===== config.mk =====
export PLATFORM = sky130hd
export DESIGN_NAME = sp_32xn_seq_flat
export DESIGN_NICKNAME = d
export VERILOG_FILES = /design/src/rtl/sp_32xn_seq_if.sv /design/src/rtl/sp_32xn_seq.sv /design/src/flat_wrapper.sv
export SDC_FILE = /design/constraint.sdc
export NUM_CORES = 1
export LEC_CHECK = 0
export BUFFER_PORTS_ARGS = -buffer_cell sky130_fd_sc_hd__buf_2
export CORE_ASPECT_RATIO = 1.25
export CORE_MARGIN = 5
export CORE_UTILIZATION = 26
export CTS_BUF_LIST = sky130_fd_sc_hd__clkbuf_8
export CTS_CLUSTER_SIZE = 40
export DETAILED_ROUTE_END_ITERATION = 10
export GPL_TIMING_DRIVEN = 0
export HOLD_SLACK_MARGIN = 0.06
export SLEW_MARGIN = 5
export SYNTH_ARGS = -nofsm -noshare
export SYNTH_HDL_FRONTEND = slang
export SYNTH_SLANG_ARGS = --single-unit
export TNS_END_PERCENT = 1

===== constraint.sdc =====
create_clock -name wclk -period 1.5 [get_ports wclk]
set_input_delay 0.3 -clock wclk [delete_from_list [all_inputs] [get_ports wclk]]
set_output_delay 0.3 -clock wclk [all_outputs]
set_load 0.03 [all_outputs]

===== src/rtl/sp_32xn_seq_if.sv =====
// Host request/response bundle for sp_32xn_seq.
//   master : drives req_valid/req_we/req_addr/req_wdata, observes req_ready/rsp_*
//   slave  : the sequencer side, the mirror image of master
interface sp_32xn_seq_if #(
   parameter int unsigned DW = 4
);
   logic          req_valid;
   logic          req_ready;
   logic          req_we;
   logic [4:0]    req_addr;
   logic [DW-1:0] req_wdata;
   logic          rsp_valid;
   logic [DW-1:0] rsp_data;

   modport master (
      output req_valid, req_we, req_addr, req_wdata,
      input  req_ready, rsp_valid, rsp_data
   );

   modport slave (
      input  req_valid, req_we, req_addr, req_wdata,
      output req_ready, rsp_valid, rsp_data
   );
endinterface


===== src/rtl/sp_32xn_seq.sv =====
// Sequencer in front of a 32 x DW single-port synchronous RAM.
// After reset it sweeps FILL into all 32 words, then serves host writes (one per cycle)
// and reads (fixed 2-cycle latency, one per 3 cycles).
// Ports:
//   wclk      : clock, rising edge
//   rst       : synchronous active-high reset
//   host      : request/response bundle (slave modport)
//   init_done : initialisation sweep complete, sticky until rst
//   we/addr/din : registered RAM drive
//   dout      : RAM read data, valid one edge after the RAM samples addr with we=0
module sp_32xn_seq #(
   parameter int unsigned   DW   = 4,
   parameter logic [DW-1:0] FILL = '0
) (
   input  logic          wclk,
   input  logic          rst,
   sp_32xn_seq_if.slave  host,
   output logic          init_done,
   output logic          we,
   output logic [4:0]    addr,
   output logic [DW-1:0] din,
   input  logic [DW-1:0] dout
);

   typedef enum logic [1:0] {StInit, StIdle, StRdWait1, StRdWait2} state_e;

   state_e        state_q, state_d;
   logic [4:0]    cnt_q, cnt_d;
   logic          we_q, we_d;
   logic [4:0]    addr_q, addr_d;
   logic [DW-1:0] din_q, din_d;
   logic          rsp_valid_q, rsp_valid_d;
   logic [DW-1:0] rsp_data_q, rsp_data_d;
   logic          init_done_q, init_done_d;
   logic          req_ready;
   logic          accept;

   // rst gates ready so nothing looks acceptable while reset is asserted
   assign req_ready = (state_q == StIdle) && !rst;
   assign accept    = host.req_valid && req_ready;

   always_comb begin
      state_d     = state_q;
      cnt_d       = cnt_q;
      we_d        = 1'b0;
      addr_d      = addr_q;
      din_d       = din_q;
      rsp_valid_d = 1'b0;
      rsp_data_d  = rsp_data_q;
      init_done_d = init_done_q;
      unique case (state_q)
         StInit: begin
            // The write to word 31 has just been registered: the sweep is over.
            if (we_q && (addr_q == 5'd31)) begin
               state_d     = StIdle;
               init_done_d = 1'b1;
            end else begin
               we_d   = 1'b1;
               addr_d = cnt_q;
               din_d  = FILL;
               // Saturate so the counter never starts a second sweep
               if (cnt_q != 5'd31) begin
                  cnt_d = cnt_q + 5'd1;
               end
            end
         end
         StIdle: begin
            if (accept) begin
               addr_d = host.req_addr;
               if (host.req_we) begin
                  we_d  = 1'b1;
                  din_d = host.req_wdata;
               end else begin
                  state_d = StRdWait1;
               end
            end
         end
         StRdWait1: begin
            // RAM samples addr at this edge
            state_d = StRdWait2;
         end
         StRdWait2: begin
            rsp_valid_d = 1'b1;
            rsp_data_d  = dout;
            state_d     = StIdle;
         end
         default: begin
            state_d = StInit;
         end
      endcase
   end

   always_ff @(posedge wclk) begin
      if (rst) begin
         state_q     <= StInit;
         cnt_q       <= 5'd0;
         we_q        <= 1'b0;
         addr_q      <= 5'd0;
         din_q       <= '0;
         rsp_valid_q <= 1'b0;
         rsp_data_q  <= '0;
         init_done_q <= 1'b0;
      end else begin
         state_q     <= state_d;
         cnt_q       <= cnt_d;
         we_q        <= we_d;
         addr_q      <= addr_d;
         din_q       <= din_d;
         rsp_valid_q <= rsp_valid_d;
         rsp_data_q  <= rsp_data_d;
         init_done_q <= init_done_d;
      end
   end

   assign host.req_ready = req_ready;
   assign host.rsp_valid = rsp_valid_q;
   assign host.rsp_data  = rsp_data_q;
   assign init_done      = init_done_q;
   assign we             = we_q;
   assign addr           = addr_q;
   assign din            = din_q;

endmodule


===== src/flat_wrapper.sv =====
// flat-port wrapper written by rule: the top's interface ports become plain ports
module sp_32xn_seq_flat 
#(
   parameter int unsigned   DW   = 4,
   parameter logic [DW-1:0] FILL = '0
)
  (wclk, rst, init_done, we, addr, din, dout, host_req_valid, host_req_we, host_req_addr, host_req_wdata, host_req_ready, host_rsp_valid, host_rsp_data);
  sp_32xn_seq_if #(.DW(DW)) host_i ();
  input  logic wclk;
  input  logic rst;
  output logic init_done;
  output logic we;
  output logic [4:0] addr;
  output logic [DW-1:0] din;
  input  logic [DW-1:0] dout;
  input wire logic [$bits(host_i.req_valid)-1:0] host_req_valid;
  input wire logic [$bits(host_i.req_we)-1:0] host_req_we;
  input wire logic [$bits(host_i.req_addr)-1:0] host_req_addr;
  input wire logic [$bits(host_i.req_wdata)-1:0] host_req_wdata;
  output wire logic [$bits(host_i.req_ready)-1:0] host_req_ready;
  output wire logic [$bits(host_i.rsp_valid)-1:0] host_rsp_valid;
  output wire logic [$bits(host_i.rsp_data)-1:0] host_rsp_data;
  assign host_i.req_valid = host_req_valid;
  assign host_i.req_we = host_req_we;
  assign host_i.req_addr = host_req_addr;
  assign host_i.req_wdata = host_req_wdata;
  assign host_req_ready = host_i.req_ready;
  assign host_rsp_valid = host_i.rsp_valid;
  assign host_rsp_data = host_i.rsp_data;
  sp_32xn_seq #(.DW(DW), .FILL(FILL)) u_core (.wclk(wclk), .rst(rst), .host(host_i), .init_done(init_done), .we(we), .addr(addr), .din(din), .dout(dout));
endmodule

* Word level (Yosys, flattened, before mapping)
Cells that the tools add are included.
** Storage, ports and cells
- Bits of input ports :: 17
- Output and inout bits :: 17
- Word-level logic and storage cells :: 47
- Flip-flop bits (word level) :: 23
** Operators by class
- Add/subtract/negate cells :: 1
- Bitwise logic cells :: 1
- Eq/ne operators :: 10
- Mux-type cells :: 16
- Reduce and logical (&&, ||, !) cells :: 11
** Operators with widths (count)
- 2-to-1 mux 4 bit :: 3
- 2-to-1 mux 5 bit :: 2
- case mux 5 bit (2 select lines) :: 1
- AND reduction 3 bit :: 3
- case mux 2 bit (4 select lines) :: 1
- case mux 4 bit (2 select lines) :: 1
- 2-to-1 mux 2 bit :: 3
- != test 2 bit, second input constant :: 3
- adder 5 x 1 -> 5 bit, second input constant :: 1
- equality test 5 bit, second input constant :: 1
- != test 5 bit, second input constant :: 1
- equality test 2 bit, second input constant :: 2
- 2-to-1 mux 1 bit :: 4
- != test 2 x 1 -> 1 bit, second input constant :: 2
- AND reduction 4 bit :: 1
- logical AND 1 bit :: 3
- equality test 2 x 1 -> 1 bit, second input constant :: 1
- zero test 2 bit :: 1
- case mux 1 bit (2 select lines) :: 1
- AND reduction 2 bit :: 1
- nonzero test 2 bit :: 1
- zero test 1 bit :: 1
- NOT 1 bit :: 1

* Longest topological paths before layout
- Word-level depth :: 5
- Gate-level depth with buffers :: 7
- Gate-level depth less buffers :: 7

* Least setup slack after synthesis
OpenSTA, ideal clock, no wires.
- Path type :: register to output
- Start :: reg u_core.state_q[1]
- End :: out host_req_ready
- Cell stages (with the launch flop) :: 5
- Data arrival time :: 1284 ps
- Setup slack :: -84 ps
- Buffers on the path :: 1
- Cell sequence :: dfxtp_1 inv_1 ha_1 buf_2 nor2b_1
** On the way
- Cells in the longest elaborated chain, start to end :: 2
** Ends and longest elaborated chain
- start, declared :: line sp_32xn_seq.sv:27 : state_e state_q, state_d;
- start signal, assigned :: line sp_32xn_seq.sv:95 : state_q <= StInit;
- start signal, assigned :: line sp_32xn_seq.sv:104 : state_q <= state_d;
- equality test 2 x 1 -> 1 bit :: line sp_32xn_seq.sv:39 : assign req_ready = (state_q == StIdle) && !rst;
- logical AND 1 bit :: line sp_32xn_seq.sv:39
- end, declared :: line flat_wrapper.sv:20 : output wire logic [$bits(host_i.req_ready)-1:0] host_req_ready;
Every way passes these cells.

* Worst setup path after layout
- Start :: reg u_core.cnt_q[0]
- End :: reg u_core.cnt_q[3]
** On the way
- Cells in the longest elaborated chain, start to end :: 2
** Ends and longest elaborated chain
- start, declared :: line sp_32xn_seq.sv:28 : logic [4:0] cnt_q, cnt_d;
- start signal, assigned :: line sp_32xn_seq.sv:105 : cnt_q <= cnt_d;
- branches (longest 2 deep; another with adder 5 x 1 -> 5 bit)
Several ways; the timed one is not identified.
A chain may end at the register's enable or synchronous reset.

==> parameters.txt <==
Parameter                              Value

Yosys
  Number of warnings reported in the yosys synthesis log    0
  Proportion of netlist area held by the largest area contributor    between 40% and 50%
  Syn nets    126
  Sequential area share after synthesis    43.50%
  Gate count of the mapped netlist    between 100 and 150
  Avg Cell Area, Syn    10.18 sq um
  Total standard cell area after synthesis    approximately 1100 sq um
  Cell type contributing the most total cell area after synthesis    dfxtp_1
  Top post-synthesis cells by area    dfxtp_1, mux2i_1, a211oi_2
  Unique masters post-synth    33
  Count of state elements after synthesis    23

Power and ir drop
  Largest voltage drop on the vdd net    about 570 uV
  Power density relative to cell area    1411 nW/um^2
  Lkg Pwr    between 0.6 and 0.7 nW

Floorplan
  Area of the die    about 5500 sq um
  Count of boundary I/O pins    34
  Floorplan row count    26
  Die width    ~67 microns
  Height of the die    between 80 and 90 microns
  Core area    between 4000 and 5000 sq um
  Starting utilization of the core area    between 20% and 30%

Run
  Max-Cap Viols    0

Cells and area
  Leading cell types in the layout, fill and taps excluded    buf_2, dfxtp_1, nor2_1, mux2i_1, buf_4
  Most common cell after layout, fill and taps aside    buf_2
  Area of all placed cells without fillers    1553 sq um
  Diodes inserted    0
  Post-layout net count    ~170
  # fillers    a little under 400
  Total area of multi-input combinational cells    around 660 sq um
  Area used by sequential logic in the layout    between 400 and 500 sq um
  Share of cells above drive strength 1    50.99%
  Layout area overhead    46.69%

STA
  RSZ-0062 raised after global routing    true
  Final Hold Slack    between 0.2 and 0.25 ns
  Fraction of the cycle the final worst path needs    102.9%
  Relative slew slack    67.76%
  Slew Viols, Final    0
  Worst Clk Skew    0.003199 ns
  Number of setup violations in the final report    3
  Min cycle time layout    approximately 1.5 ns
  Max Freq    0.6476 GHz
  Actual transition at the worst max-transition pin    between 0.4 and 0.5 ns
  Least setup slack across all paths after layout    -0.04425 ns
  Count of final hold-check violations    0

Min path
  WHS Endpoint    u_core.din[0]
  Worst hold path class    in -> reg
  Worst hold path depth    2
  Worst Hold Launch    host_req_wdata[0]

Clocking
  Clk root buf    clkbuf_8
  Max Root-Sink Buffers    2
  Clock Sink Count    23
  H-tree level count    1
  CTS hold repair buffers    0
  Number of buffers created by CTS    3
  Clock tree from TritonCTS    yes
  Insertion delay to the later sink of the worst-skew pair    roughly 0.27 ns
  Clock-pin slew on the worst setup and hold paths    0.08 ns

Setup path
  Element type at the critical path end    flip-flop
  Startpoint type of the worst setup path    flip-flop
  Maximum fanout count along the critical path    3
  Depth of the most critical reg-to-reg path    7
  Required time at the worst-slack endpoint    around 1.7 ns
  FF-to-FF setup slack    -0.04 ns
  Start of the worst register-to-register path    u_core.cnt_q[0]
  Capture point of the worst reg-to-reg path    u_core.cnt_q[3]
  Critical path start-end classification    reg -> reg
  Arr. time, crit path    1.75 ns

GRT
  Wire length of the first global-routing pass    approximately 4700 microns
  Met3 capacity usage during global routing    4.011%
  Via count of the first global-routing pass    roughly 1.0k
  Met2 track utilization from global routing    a little over a fifth
  Layer carrying the most global-route usage    met2
  Initial antenna violation count    0
  GR Overflow Total    0
  Met1 usage in global routing    between 10 and 15%
  Maximum number of pins on one net before global-route repair    14
  Global routing usage summed across all routing layers    roughly 11%

Route
  Average wire length per cell after detail routing    13.50 microns
  Vias after detailed routing    between 900 and 1k
  Average via count per standard cell    about 4.6
  Count of nets left with antenna violations after detail routing    0
  DRC Markers    0
  Number of optimization iterations in the first detailed-route pass    4
  Starting DRT DRC Count    17
  DRT Wirelength    ~2800 microns

Place
  Post-placement cell area    between 1000 and 1500 sq um
  Hpwl dp    ~2000 microns
  Global placement routability congestion    approximately 0.8
  Port bufs    33

Run status
  Violated checks    negative setup slack
  Status    finished with violations
power breakdown:
group          switching, mW  leakage, nW  internal (mW)
combinational          0.528        0.430          0.427
sequential             0.120        0.189          0.721
clock                  0.209       0.0255          0.186
routing by layer:
metal / wire, microns / up-vias
met5: 0 / -
met4: 31 / 0
met3: 201 / 5
met2: 1463 / 25
met1: 1097 / 445
li1: - / 471
synthesized netlist by cell type, drive strengths merged:
| cell type | instances |
|---|---|
| a211oi | 6 |
| a21oi | 3 |
| a32o | 4 |
| a41o | 1 |
| and2b | 1 |
| and3 | 2 |
| and3b | 1 |
| buf | 3 |
| clkbuf | 2 |
| dfxtp | 23 |
| ha | 5 |
| inv | 5 |
| mux2i | 11 |
| nand2 | 3 |
| nand2b | 1 |
| nand3 | 2 |
| nand4 | 3 |
| nor2 | 15 |
| nor2b | 2 |
| o2111ai | 1 |
| o211ai | 1 |
| o21a | 1 |
| o21ai | 2 |
| o221ai | 1 |
| o22a | 1 |
| o31ai | 1 |
| or3 | 1 |
| xor2 | 2 |
metrics by stage:
| stage | total power, mW | util, % | cells | setup slack (ns) | TNS [ns] |
|---|---|---|---|---|---|
| 3_3_place_gp | 1.549 | 32.40 | 193 | -0.1048 | -0.5452 |
| 5_1_grt | 2.326 | 38.81 | 207 | -0.1015 | -0.5500 |
| 4_1_cts | 2.117 | 37.15 | 204 | -0.03964 | -0.06084 |
| 2_1_floorplan | 1.383 | - | 104 | -0.03263 | -0.06000 |
| 6_report | 2.191 | 38.81 | 207 | -0.04425 | -0.09967 |
| 3_5_place_dp | 1.584 | 32.40 | 193 | -0.1432 | -1.150 |
worst max-delay path: stages, from the launching register on:
cell     delay, ns
dfxtp_2       0.35
ha_4          0.16
and3_4        0.18
ha_4          0.16
inv_4         0.06
nand4_1       0.11
or3_1         0.35
a21oi_2       0.13
cell type report:
class / count / area share [%]
Buffer: 5 / 2.498
Clock buffer: 3 / 2.659
Clock inverter: 1 / 0.3223
Inverter: 5 / 1.531
Multi-Input combinational cell: 71 / 42.22
Sequential cell: 23 / 30.14
Tap cell: 56 / 4.512
Timing Repair Buffer: 43 / 16.12
sequential cells by signal, summed over array words and instances, names as in the netlist:
signal,cells
u_core.addr,5
u_core.cnt_q,5
u_core.din,4
u_core.host.rsp_data,4
u_core.host.rsp_valid,1
u_core.init_done,1
u_core.state_q,2
u_core.we,1
how the worst max path moves through the flow:
stage,end,cells past startpoint,slack (ns),startpoint
finish,u_core.cnt_q[3],7,-0.04,u_core.cnt_q[0]
global route,u_core.cnt_q[3],7,-0.10,u_core.cnt_q[0]
CTS,u_core.cnt_q[3],7,-0.04,u_core.cnt_q[1]
detailed placement,u_core.cnt_q[3],7,-0.14,u_core.cnt_q[0]
global placement,u_core.cnt_q[3],7,-0.10,u_core.cnt_q[0]
floorplan,u_core.cnt_q[3],7,-0.03,u_core.cnt_q[0]
what timing repair did:
item                       4_1_cts  5_1_grt
buffers inserted                 7        3
gates resized for setup         24       10
pin swaps                        5       13
setup endpoints to repair       15       15
kinds of logic (layout without fill, tap and decap cells):
logic type	after synthesis	after routing	synth area share (%)
and+or+nand+nor	31	31	15.25
DFF	23	23	43.50
AOI/OAI and AO/OA	22	22	19.15
muxes	11	11	10.40
buffers and inverters	10	57	4.138
adders and majority gates	5	5	5.910
xor gates and xnor gates	2	2	1.655
Note: power is estimated with default switching activity, not from simulation.
